===== config.mk =====
export PLATFORM = sky130hd
export DESIGN_NAME = rv32i_mem_bridge_flat
export DESIGN_NICKNAME = d
export VERILOG_FILES = /design/src/rtl/rv32i_mem_bridge_if.sv /design/src/rtl/rv32i_mem_bridge.sv /design/src/flat_wrapper.sv
export SDC_FILE = /design/constraint.sdc
export NUM_CORES = 1
export LEC_CHECK = 0
export CORE_MARGIN = 2
export CORE_UTILIZATION = 33
export CTS_CLUSTER_DIAMETER = 100
export DETAILED_ROUTE_END_ITERATION = 10
export GPL_ROUTABILITY_DRIVEN = 0
export PLACE_DENSITY = 0.67
export SKIP_LAST_GASP = 1
export SLEW_MARGIN = 25
export SYNTH_ARGS = -nofsm -noshare
export SYNTH_HDL_FRONTEND = slang
export SYNTH_SLANG_ARGS = --single-unit

===== constraint.sdc =====
create_clock -name clk_i -period 4.7 [get_ports clk_i]
set_input_delay 0.94 -clock clk_i [delete_from_list [all_inputs] [get_ports clk_i]]
set_output_delay 0.94 -clock clk_i [all_outputs]
set_load 0.02 [all_outputs]

===== src/rtl/rv32i_mem_bridge_if.sv =====
// Bus interfaces around the rv32i memory bridge: core-side request/response
// channel and the 16-bit halfword memory port.
interface rv32i_req_if #(
  parameter int XLEN = 32
);
  logic            req_valid_i;
  logic            req_ready_o;
  logic            req_write_i;
  logic [XLEN-1:0] req_addr_i;
  logic [2:0]      req_size_i;
  logic [XLEN-1:0] req_wdata_i;
  logic            resp_valid_o;
  logic [XLEN-1:0] resp_rdata_o;
  logic            resp_error_o;

  modport master (
    output req_valid_i, req_write_i, req_addr_i, req_size_i, req_wdata_i,
    input  req_ready_o, resp_valid_o, resp_rdata_o, resp_error_o
  );

  modport slave (
    input  req_valid_i, req_write_i, req_addr_i, req_size_i, req_wdata_i,
    output req_ready_o, resp_valid_o, resp_rdata_o, resp_error_o
  );
endinterface

interface rv32i_mem_if #(
  parameter int ADDR_BITS = 16
);
  logic [ADDR_BITS-1:0] mem_addr_o;
  logic                 mem_read_o;
  logic                 mem_write_o;
  logic [15:0]          mem_wdata_o;
  logic [1:0]           mem_wmask_o;
  logic [15:0]          mem_rdata_i;
  logic                 mem_ack_i;

  modport master (
    output mem_addr_o, mem_read_o, mem_write_o, mem_wdata_o, mem_wmask_o,
    input  mem_rdata_i, mem_ack_i
  );

  modport slave (
    input  mem_addr_o, mem_read_o, mem_write_o, mem_wdata_o, mem_wmask_o,
    output mem_rdata_i, mem_ack_i
  );
endinterface


===== src/rtl/rv32i_mem_bridge.sv =====
// Splits one rv32i load/store into one or two 16-bit memory transactions, with
// lane steering, masking, load extension, misalignment and ack-timeout checks.
module rv32i_mem_bridge #(
  parameter int XLEN      = 32,
  parameter int ADDR_BITS = 16,
  parameter int TIMEOUT   = 255
) (
  input  logic        clk_i,
  input  logic        reset_i,
  rv32i_req_if.slave  req,
  rv32i_mem_if.master mem
);

  localparam int CW = $clog2(TIMEOUT + 1);

  localparam logic [2:0] S_IDLE = 3'd0;
  localparam logic [2:0] S_LO   = 3'd1;
  localparam logic [2:0] S_HI   = 3'd2;
  localparam logic [2:0] S_RESP = 3'd3;
  localparam logic [2:0] S_ERR  = 3'd4;

  logic [2:0]       state_q;
  logic             write_q;
  logic [ADDR_BITS:0] addr_q;
  logic [2:0]       size_q;
  logic [XLEN-1:0]  wdata_q;
  logic [15:0]      lo_q;
  logic [15:0]      hi_q;
  logic [CW-1:0]    cnt_q;

  logic             req_bad;
  logic             is_word;
  logic             hi_phase;
  logic             busy;
  logic [7:0]       load_byte;
  logic             unused_addr_bits;

  assign unused_addr_bits = ^req.req_addr_i[XLEN-1:ADDR_BITS+1];
  assign is_word  = (size_q[1:0] == 2'b10);
  assign hi_phase = (state_q == S_HI);
  assign busy     = (state_q == S_LO) || hi_phase;

  // Illegal funct3 codes, unsigned stores and misaligned H/W are rejected up front.
  always_comb begin
    // NOTE: every combinational output gets a default first so no path leaves it unassigned (no latch).
    req_bad = 1'b1;
    case (req.req_size_i)
      3'b000:  req_bad = 1'b0;
      3'b001:  req_bad = req.req_addr_i[0];
      3'b010:  req_bad = (req.req_addr_i[1:0] != 2'b00);
      3'b100:  req_bad = req.req_write_i;
      3'b101:  req_bad = req.req_write_i | req.req_addr_i[0];
      default: req_bad = 1'b1;
    endcase
  end

  always_ff @(posedge clk_i) begin
    if (reset_i) begin
      // NOTE: sequential state uses non-blocking assignments so every flop samples pre-edge values.
      state_q <= S_IDLE;
      write_q <= 1'b0;
      addr_q  <= '0;
      size_q  <= '0;
      wdata_q <= '0;
      lo_q    <= '0;
      hi_q    <= '0;
      cnt_q   <= '0;
    end else begin
      case (state_q)
        S_IDLE: begin
          if (req.req_valid_i) begin
            write_q <= req.req_write_i;
            addr_q  <= req.req_addr_i[ADDR_BITS:0];
            size_q  <= req.req_size_i;
            wdata_q <= req.req_wdata_i;
            lo_q    <= '0;
            hi_q    <= '0;
            cnt_q   <= '0;
            state_q <= req_bad ? S_ERR : S_LO;
          end
        end
        S_LO, S_HI: begin
          // An ack in the final allowed cycle takes priority over the timeout.
          if (mem.mem_ack_i) begin
            cnt_q <= '0;
            if (hi_phase) begin
              if (!write_q) hi_q <= mem.mem_rdata_i;
              state_q <= S_RESP;
            end else begin
              if (!write_q) lo_q <= mem.mem_rdata_i;
              state_q <= is_word ? S_HI : S_RESP;
            end
          end else begin
            cnt_q <= cnt_q + CW'(1);
            if (cnt_q == CW'(TIMEOUT - 1)) state_q <= S_ERR;
          end
        end
        S_RESP, S_ERR: state_q <= S_IDLE;
        default:       state_q <= S_IDLE;
      endcase
    end
  end

  // Memory port is driven only while a transaction is outstanding, zero otherwise.
  always_comb begin
    mem.mem_read_o  = 1'b0;
    mem.mem_write_o = 1'b0;
    mem.mem_addr_o  = '0;
    mem.mem_wdata_o = '0;
    mem.mem_wmask_o = '0;
    if (busy) begin
      mem.mem_read_o  = !write_q;
      mem.mem_write_o = write_q;
      mem.mem_addr_o  = addr_q[ADDR_BITS:1] + {{(ADDR_BITS-1){1'b0}}, hi_phase};
      if (size_q[1:0] == 2'b00) begin
        mem.mem_wmask_o = addr_q[0] ? 2'b10 : 2'b01;
        mem.mem_wdata_o = {wdata_q[7:0], wdata_q[7:0]};
      end else begin
        mem.mem_wmask_o = 2'b11;
        mem.mem_wdata_o = hi_phase ? wdata_q[31:16] : wdata_q[15:0];
      end
    end
  end

  always_comb begin
    req.req_ready_o  = (state_q == S_IDLE);
    req.resp_valid_o = (state_q == S_RESP) || (state_q == S_ERR);
    req.resp_error_o = (state_q == S_ERR);
    req.resp_rdata_o = '0;
    load_byte        = addr_q[0] ? lo_q[15:8] : lo_q[7:0];
    if ((state_q == S_RESP) && !write_q) begin
      case (size_q[1:0])
        2'b00:   req.resp_rdata_o = {{(XLEN-8){!size_q[2] & load_byte[7]}}, load_byte};
        2'b01:   req.resp_rdata_o = {{(XLEN-16){!size_q[2] & lo_q[15]}}, lo_q};
        default: req.resp_rdata_o = XLEN'({hi_q, lo_q});
      endcase
    end
  end

endmodule


===== src/flat_wrapper.sv =====
// flat-port wrapper written by rule: the top's interface ports become plain ports
module rv32i_mem_bridge_flat 
#(
  parameter int XLEN      = 32,
  parameter int ADDR_BITS = 16,
  parameter int TIMEOUT   = 255
)
  (clk_i, reset_i, req_req_valid_i, req_req_write_i, req_req_addr_i, req_req_size_i, req_req_wdata_i, req_req_ready_o, req_resp_valid_o, req_resp_rdata_o, req_resp_error_o, mem_mem_addr_o, mem_mem_read_o, mem_mem_write_o, mem_mem_wdata_o, mem_mem_wmask_o, mem_mem_rdata_i, mem_mem_ack_i);
  rv32i_req_if #(.XLEN(XLEN)) req_i ();
  rv32i_mem_if #(.ADDR_BITS(ADDR_BITS)) mem_i ();
  input  logic clk_i;
  input  logic reset_i;
  input wire logic [$bits(req_i.req_valid_i)-1:0] req_req_valid_i;
  input wire logic [$bits(req_i.req_write_i)-1:0] req_req_write_i;
  input wire logic [$bits(req_i.req_addr_i)-1:0] req_req_addr_i;
  input wire logic [$bits(req_i.req_size_i)-1:0] req_req_size_i;
  input wire logic [$bits(req_i.req_wdata_i)-1:0] req_req_wdata_i;
  output wire logic [$bits(req_i.req_ready_o)-1:0] req_req_ready_o;
  output wire logic [$bits(req_i.resp_valid_o)-1:0] req_resp_valid_o;
  output wire logic [$bits(req_i.resp_rdata_o)-1:0] req_resp_rdata_o;
  output wire logic [$bits(req_i.resp_error_o)-1:0] req_resp_error_o;
  output wire logic [$bits(mem_i.mem_addr_o)-1:0] mem_mem_addr_o;
  output wire logic [$bits(mem_i.mem_read_o)-1:0] mem_mem_read_o;
  output wire logic [$bits(mem_i.mem_write_o)-1:0] mem_mem_write_o;
  output wire logic [$bits(mem_i.mem_wdata_o)-1:0] mem_mem_wdata_o;
  output wire logic [$bits(mem_i.mem_wmask_o)-1:0] mem_mem_wmask_o;
  input wire logic [$bits(mem_i.mem_rdata_i)-1:0] mem_mem_rdata_i;
  input wire logic [$bits(mem_i.mem_ack_i)-1:0] mem_mem_ack_i;
  assign req_i.req_valid_i = req_req_valid_i;
  assign req_i.req_write_i = req_req_write_i;
  assign req_i.req_addr_i = req_req_addr_i;
  assign req_i.req_size_i = req_req_size_i;
  assign req_i.req_wdata_i = req_req_wdata_i;
  assign req_req_ready_o = req_i.req_ready_o;
  assign req_resp_valid_o = req_i.resp_valid_o;
  assign req_resp_rdata_o = req_i.resp_rdata_o;
  assign req_resp_error_o = req_i.resp_error_o;
  assign mem_mem_addr_o = mem_i.mem_addr_o;
  assign mem_mem_read_o = mem_i.mem_read_o;
  assign mem_mem_write_o = mem_i.mem_write_o;
  assign mem_mem_wdata_o = mem_i.mem_wdata_o;
  assign mem_mem_wmask_o = mem_i.mem_wmask_o;
  assign mem_i.mem_rdata_i = mem_mem_rdata_i;
  assign mem_i.mem_ack_i = mem_mem_ack_i;
  rv32i_mem_bridge #(.XLEN(XLEN), .ADDR_BITS(ADDR_BITS), .TIMEOUT(TIMEOUT)) u_core (.clk_i(clk_i), .reset_i(reset_i), .req(req_i), .mem(mem_i));
endmodule

Yosys cells after proc, flatten, opt, wreduce, memory -nomap -nowiden
Cells that the tools add are included.

Register bits: 96.

Add/sub/neg operators: 2. Equality and inequality tests: 17. Mux-type cells: 31. Bitwise operators: 3. Reductions and logical operators: 16.

Operators by type and width (number): 16-bit two-way mux (10); 16-bit case mux with 2 select lines (2); 32-bit case mux with 2 select lines (1); 32-bit two-way mux (1); 8-bit two-way mux (3); 16-bit by 1-bit adder with 16-bit output (1); 8-bit case mux with 2 select lines (1); 3-bit two-way mux (5); 5-bit AND reduction (2); 3-bit by 2-bit equality test with 1-bit output, second input constant (3); 3-bit equality test, second input constant (3); 8-bit by 1-bit adder with 8-bit output, second input constant (1); 8-bit equality test, second input constant (1); 2-bit != test, second input constant (4); 3-bit by 1-bit equality test with 1-bit output, second input constant (2); 3-bit zero test (2); 2-bit two-way mux (3); 3-bit case mux with 2 select lines (1); 2-bit AND reduction (3); 1-bit case mux with 5 select lines (1); 2-bit nonzero test (2); 1-bit two-way mux (3); 3-bit by 2-bit != test with 1-bit output, second input constant (1); 1-bit bitwise AND (2); 9 further kinds (11).

Logic depth before layout (Yosys ltp)
Gate-level depths: netlist of run 1.

Depth after elaboration: 5. Gate-level depth with buffers: 10.

Worst setup path after synthesis of run 1
Ideal clock, no wire load.

Kind: register -> output. Start: reg u_core.state_q[1]. End: out mem_mem_addr_o[12]. Arrival time: 2205 ps. Data required time: 3760 ps. Path slack: 1555 ps. Stages on the path, launching flop included: 11. Path through: dfxtp_1 buf_6 or3b_1 buf_6 inv_6 buf_2 ha_1 nand3_1 nor4_1 xnor2_1 nor2_1.

Word-level cells in the longest chain between the ends: 3.

RTL lines: start, declared (line rv32i_mem_bridge.sv:22) `logic [2:0] state_q;`; start signal, assigned (line rv32i_mem_bridge.sv:79) `state_q <= req_bad ? S_ERR : S_LO;`; start signal, assigned (line rv32i_mem_bridge.sv:91) `state_q <= is_word ? S_HI : S_RESP;`; 3-bit by 2-bit equality test with 1-bit output / 3-bit by 1-bit equality test with 1-bit output (equally long branches) (line rv32i_mem_bridge.sv:40, rv32i_mem_bridge.sv:41); 16-bit by 1-bit adder with 16-bit output / 1-bit logical OR (equally long branches) (line rv32i_mem_bridge.sv:114, rv32i_mem_bridge.sv:41); 16-bit two-way mux * (line rv32i_mem_bridge.sv:111) `if (busy) begin`; end, declared (line flat_wrapper.sv:22) `output wire logic [$bits(mem_i.mem_addr_o)-1:0] mem_mem_addr_o;`.

Every way passes the cells marked *; elsewhere a longest branch is shown, timed or not.

Worst setup path after layout of run 1
Ends and elaborated chain as after synthesis.

==> reports/qor.txt, run 1 <==
Yosys reg bits -> 96
CTS tree -> yes
slew margin rel. -> 32.5%
commonest non-fill, non-tap cells in the layout -> 176 x nand2_1, 142 x clkdlybuf4s50_1, 113 x a21oi_1
worst hold path depth -> 2
CP Launch Point -> u_core.state_q[1]$_SDFFE_PP0P_
Setup Viol. Count Final -> 0
clock buffer count from CTS -> 9
post-DP HPWL -> 10,200 um
Total Routed Length -> 14,500 um
ys flop type -> dfxtp_1
Mapped Nets -> 767
wire per inst -> 14.8 um
Post-Layout Cell Count -> 978
fin crit share -> 89.0%
first-pass GRT wire length -> 23,300 um
Distinct cells, synth -> 52
CP top delay family -> simple AND/OR/NAND/NOR gates
Crit path arrival time -> 3.25 ns
register area share after synthesis -> 38.2%
Vias per Instance -> 4.98
Overall Global Routing Usage -> 17.9%
max-slew violations -> 0
post-CTS sizing -> 0
Fin. Hold Viols -> 0
Synth area leader -> dfxtp_1
number of global-route vias before repair -> 4,635
Mapped Avg Cell Area -> 7.46 um2
clock insertion delay at the later pin of the skew report -> 0.35 ns
outcome -> finished, final reports clean
Req. time, crit path -> 3.76 ns
critical path startpoint category -> register
Hold Path Origin -> u_core.hi_q[5]$_SDFFE_PP0P_
die area -> 0.0163 mm2
Initial DRT Pass Iterations -> 4
Synth warnings -> 0
gr ovfl total -> 0
Post-CTS Setup Inserts -> 0
peak supply drop -> 151 uV
Slowest cell on crit path -> clkdlybuf4s50_1
pin count of the biggest net entering global routing -> 56
Port Buf Inserts -> 143
chip width -> 128 um
nets -> 877
hold-fix buffers at CTS -> 0
Hold Path End -> u_core.hi_q[5]$_SDFFE_PP0P_
r2r startpoint -> u_core.state_q[2]$_SDFFE_PP0P_
Fmax -> 239 MHz
critical path type -> reg -> out
RSZ-0062 raised after global routing -> false
Max-cap violations -> 0
Hold WS -> 0.453 ns
Total Neg Setup Slack -> 0 ns
Clock Sinks -> 96
Core ar. -> 0.0150 mm2
Worst R2R Setup Slack -> 2.39 ns
Die Y -> 128 um
antenna cells -> 0
fin util -> 45.0%
Setup WS pre-CTS -> 0.873 ns
vias post-DR -> 4,874
Post-synth EDFFs -> 0
initial antenna violation count -> 0
DRT antenna net count -> 0
P_leak -> 2.17 nW
ys async rst share -> 0%
fin crit period -> 4.19 ns
Clock Path Buffers -> 2
commonest non-fill, non-tap cell in the layout -> nand2_1
Worst Reg2Reg Path Length in Cells -> 6
Synth area leaders -> dfxtp_1 38%, nand2_1 13%, a21oi_1 11%
Cell Chain, Critical Path -> or3b_1 -> inv_6 -> ha_1 -> nand3_1 -> nor4_1 -> xnor2_1 -> nor2_1 -> clkdlybuf4s50_1
share of cells above drive strength 1 -> 7.22%
DR DRC count -> 0
Worst Skew -> 0.00754 ns
Max H-tree Level -> 3
crit path max fanout -> 28
RR Endpoint -> u_core.wdata_q[1]$_SDFFE_PP0P_
cells after synthesis -> 675
CP bufs+invs -> 2
Hold WC Path Type -> reg -> reg
crit path capture type -> primary output
drt first-iter violations -> 299
Area Growth Syn to Fin -> 34.3%
num rows -> 45
power per cell area -> 295 mW/mm2
final worst slack -> 0.515 ns
top cell type's share of synthesized area -> 38.2%
Worst path max stage delay -> 0.61 ns
mapped cell area -> 0.00504 mm2
worst slew pin tran -> 1.01 ns
Worst-path clk slew -> 0.06 ns
placed cells -> 961
CTS Root Cell -> clkbuf_16
I/O pin total -> 159
Initial Utilization -> 33.5%
-- Yosys cell counts, types with 2 or more instances --
| library cell | instances |
|---|---|
| a21oi_1 | 113 |
| a311oi_2 | 6 |
| dfxtp_1 | 96 |
| nand2_1 | 177 |
| and4_1 | 2 |
| nor4_1 | 2 |
| nor2b_1 | 2 |
| and2_1 | 7 |
| or3_1 | 5 |
| a311oi_1 | 3 |
| nor3_1 | 5 |
| buf_1 | 2 |
| clkbuf_1 | 22 |
| a21oi_2 | 11 |
| inv_1 | 21 |
| xor2_1 | 10 |
| buf_6 | 12 |
| nor2_2 | 2 |
| nand3_1 | 27 |
| nand4_1 | 24 |
| buf_4 | 3 |
| o21ai_0 | 17 |
| or2_2 | 3 |
| xnor2_1 | 8 |
| o21bai_1 | 2 |
| mux2i_1 | 11 |
| nor2_1 | 43 |
| ha_1 | 4 |
| buf_2 | 12 |
-- metrics by stage --
step / instance area, um2 / power, mW
3_5_place_dp: 6440 / 1.27
3_3_place_gp: 6440 / 1.26
2_1_floorplan: 5040 / 1.14
5_1_grt: 6760 / 2.09
6_report: 6760 / 2.00
4_1_cts: 6740 / 2.01
-- layout make-up --
| class | instances | area [um2] |
|---|---|---|
| fill | 1580 | 8270 |
| multi-input combinational | 505 | 2720 |
| tap | 188 | 235 |
| sequential | 96 | 1920 |
| clock buffer | 13 | 260 |
| clock inverter | 3 | 40.0 |
| inverter | 23 | 91.3 |
| timing repair buffer | 150 | 1490 |
-- layer usage --
layer  track usage, %  wire, um  vias up
li1                 -         -     2502
met5                0         0        -
met4             6.08       271        0
met1             23.4      6730     2208
met3             5.19       985       20
met2             28.3      6530      144
-- registers in the layout, summed over array words and instances (netlist names) --
| register | flops |
|---|---|
| u_core.addr_q | 17 |
| u_core.cnt_q | 8 |
| u_core.hi_q | 16 |
| u_core.lo_q | 16 |
| u_core.size_q | 3 |
| u_core.state_q | 3 |
| u_core.wdata_q | 32 |
| u_core.write_q | 1 |
-- how the worst max path moves through the flow --
| stage | slack [ns] | cells after the start | end |
|---|---|---|---|
| 6_report | 0.51 | 8 | mem_mem_addr_o[12] |
| 5_1_grt | 0.19 | 8 | mem_mem_addr_o[12] |
| 4_1_cts | 0.48 | 8 | mem_mem_addr_o[12] |
| 3_5_place_dp | 0.87 | 8 | mem_mem_addr_o[12] |
| 3_3_place_gp | 0.89 | 8 | mem_mem_addr_o[15] |
| 2_1_floorplan | 1.56 | 10 | mem_mem_addr_o[12] |
-- tightest hold or removal path: stages, from the launching register on --
cell and delay, ns:
dfxtp_1 0.31, nand2_1 0.05, a21oi_1 0.05
-- cells by family after synthesis --
| logic type | after synthesis | synth area share, % |
|---|---|---|
| multiplexers | 11 | 2.19 |
| XOR/XNOR | 19 | 3.68 |
| flip-flops | 96 | 38.2 |
| AND/OR/NAND/NOR | 308 | 27.0 |
| AO/OA/AOI/OAI | 163 | 20.0 |
| adder cells (fa/ha/maj) | 4 | 0.994 |
| buffers and inverters | 74 | 7.93 |
-- report_power, final --
part	switching (mW)	leakage (nW)	internal [mW]
sequential	0.0364	0.783	0.857
clock	0.309	0.150	0.440
combinational	0.211	1.24	0.144
total	0.557	2.17	1.44
Note: power is estimated with default switching activity, not from simulation.
==> run 2: changes to the inputs <==
HOLD_SLACK_MARGIN = 0.12   (was unset)
SKIP_CTS_REPAIR_TIMING = 1   (was unset)
SLEW_MARGIN = 20   (was 25)
==> run 2 against run 1 <==
Net effect:
- largest power group unchanged
- critical path depth did not move
- core utilization fell by 0.17 points
- die area did not move
==> reports/qor.txt, run 2 (synthesis results as in run 1) <==
outcome -> finished, final reports clean
critical path startpoint category -> register
critical path type -> reg -> out
peak supply drop -> 151 uV
r2r startpoint -> u_core.state_q[2]$_SDFFE_PP0P_
fill cell count -> 1,582
P_leak -> 2.16 nW
drt first-iter violations -> 343
Initial Utilization -> 33.5%
RR Endpoint -> u_core.size_q[2]$_SDFFE_PP0P_
worst slew pin tran -> 1.03 ns
Clock Sinks -> 96
CTS Root Cell -> clkbuf_16
DR DRC count -> 0
initial antenna violation count -> 0
Overall Global Routing Usage -> 17.9%
DRT antenna net count -> 0
RSZ-0062 raised after global routing -> false
Design Power -> 1.99 mW
antenna cells -> 0
clock buffer count from CTS -> 9
Setup Viol. Count Final -> 0
Core ar. -> 0.0150 mm2
Worst Reg2Reg Path Length in Cells -> 6
Worst R2R Setup Slack -> 2.43 ns
crit path capture type -> primary output
Worst path max stage delay -> 0.61 ns
fin crit share -> 89.2%
nets -> 876
vias post-DR -> 4,870
Fmax -> 238 MHz
pin count of the biggest net entering global routing -> 56
Die Y -> 128 um
Largest regs -> u_core.wdata_q x32, u_core.addr_q x17
CTS tree -> yes
commonest non-fill, non-tap cell in the layout -> nand2_1
Port Buf Inserts -> 143
slew margin rel. -> 30.9%
Max H-tree Level -> 3
Initial DRT Pass Iterations -> 5
Post-Layout Cell Count -> 977
placed cells -> 961
Internal -> 1.44 mW
P_sw -> 0.554 mW
Clock Path Buffers -> 2
fin crit period -> 4.19 ns
max-slew violations -> 0
crit path max fanout -> 28
wire per inst -> 14.8 um
Top reg by flops -> u_core.wdata_q
clock share of power -> 37.6%
clock insertion delay at the later pin of the skew report -> 0.35 ns
first-pass GRT wire length -> 23,300 um
chip width -> 128 um
Worst-path clk slew -> 0.06 ns
max reg flops -> 32
Hold Path End -> u_core.hi_q[5]$_SDFFE_PP0P_
num rows -> 45
number of global-route vias before repair -> 4,635
Crit path arrival time -> 3.25 ns
Cell Chain, Critical Path -> or3b_1 -> inv_6 -> ha_1 -> nand3_1 -> nor4_1 -> xnor2_1 -> nor2_1 -> clkdlybuf4s50_1
die area -> 0.0163 mm2
post-DP HPWL -> 10,200 um
Hold Path Origin -> u_core.hi_q[5]$_SDFFE_PP0P_
Max-cap violations -> 0
Fin. Hold Viols -> 0
final worst slack -> 0.506 ns
Hold WC Path Type -> reg -> reg
Setup WS pre-CTS -> 0.873 ns
Req. time, crit path -> 3.76 ns
Total Neg Setup Slack -> 0 ns
share of cells above drive strength 1 -> 7.10%
Combinational Power Share -> 17.6%
commonest non-fill, non-tap cells in the layout -> 176 x nand2_1, 142 x clkdlybuf4s50_1, 113 x a21oi_1
sequential share of power -> 44.8%
Vias per Instance -> 4.98
Area Growth Syn to Fin -> 33.8%
Sw Share -> 27.8%
worst hold path depth -> 2
gr ovfl total -> 0
Worst Skew -> 0.00825 ns
Slowest cell on crit path -> clkdlybuf4s50_1
I/O pin total -> 159
Total Routed Length -> 14,500 um
power per cell area -> 296 mW/mm2
[run 2: changes by cell type in the layout (fill, tap and decap cells not counted), sizes merged]
cell  before  now
buf        8    7
[run 2: metrics by stage]
stage | instance area, um2 | hold WS, ns | utilization [%]
after floorplan | 5040 | 0.436 | -
after global placement | 6440 | 0.442 | 42.8
after detailed placement | 6440 | 0.447 | 42.8
after CTS | 6740 | 0.456 | 44.8
after global routing | 6740 | 0.467 | 44.8
final | 6740 | 0.454 | 44.8
[run 2: critical path, delay by kind of cell (launching register included)]
family / cells / cell delay (ns)
AND/OR/NAND/NOR: 4 / 1.12
buffers and inverters: 2 / 0.82
flip-flops: 1 / 0.59
adder cells (fa/ha/maj): 1 / 0.28
XOR/XNOR: 1 / 0.10
[run 2: power by group through the flow]
stage                     clock, mW  sequential (mW)  combinational [mW]
final                         0.749            0.894               0.351
after global routing          0.799            0.899               0.389
after CTS                     0.764            0.893               0.356
after detailed placement          0            0.912               0.355
after global placement            0            0.910               0.351
after floorplan                   0            0.901               0.238
[run 2: worst max path at each step]
stage          depth (start not counted)  slack [ns]                            from                  to
5_1_grt                                8        0.19  u_core.state_q[1]$_SDFFE_PP0P_  mem_mem_addr_o[12]
3_5_place_dp                           8        0.87  u_core.state_q[1]$_SDFFE_PP0P_  mem_mem_addr_o[12]
4_1_cts                                8        0.48  u_core.state_q[1]$_SDFFE_PP0P_  mem_mem_addr_o[12]
6_report                               8        0.51  u_core.state_q[1]$_SDFFE_PP0P_  mem_mem_addr_o[12]
2_1_floorplan                         10        1.56  u_core.state_q[1]$_SDFFE_PP0P_  mem_mem_addr_o[12]
3_3_place_gp                           8        0.89  u_core.state_q[1]$_SDFFE_PP0P_  mem_mem_addr_o[15]
[run 2: final cells by class]
class / count / area, um2 / share of cell area [%]
clock inverter: 3 / 40.0 / 0.594
multi-input combinational: 505 / 2720 / 40.3
tap: 188 / 235 / 3.49
sequential: 96 / 1920 / 28.5
timing repair buffer: 149 / 1470 / 21.8
clock buffer: 13 / 260 / 3.86
inverter: 23 / 91.3 / 1.36
[run 2: layer usage]
metal / global-route usage, % / up-vias / wire [um]
met2: 28.3 / 148 / 6470
met1: 23.4 / 2196 / 6630
met3: 5.19 / 21 / 1110
li1: - / 2505 / -
met5: 0 / - / 0
met4: 6.08 / 0 / 292
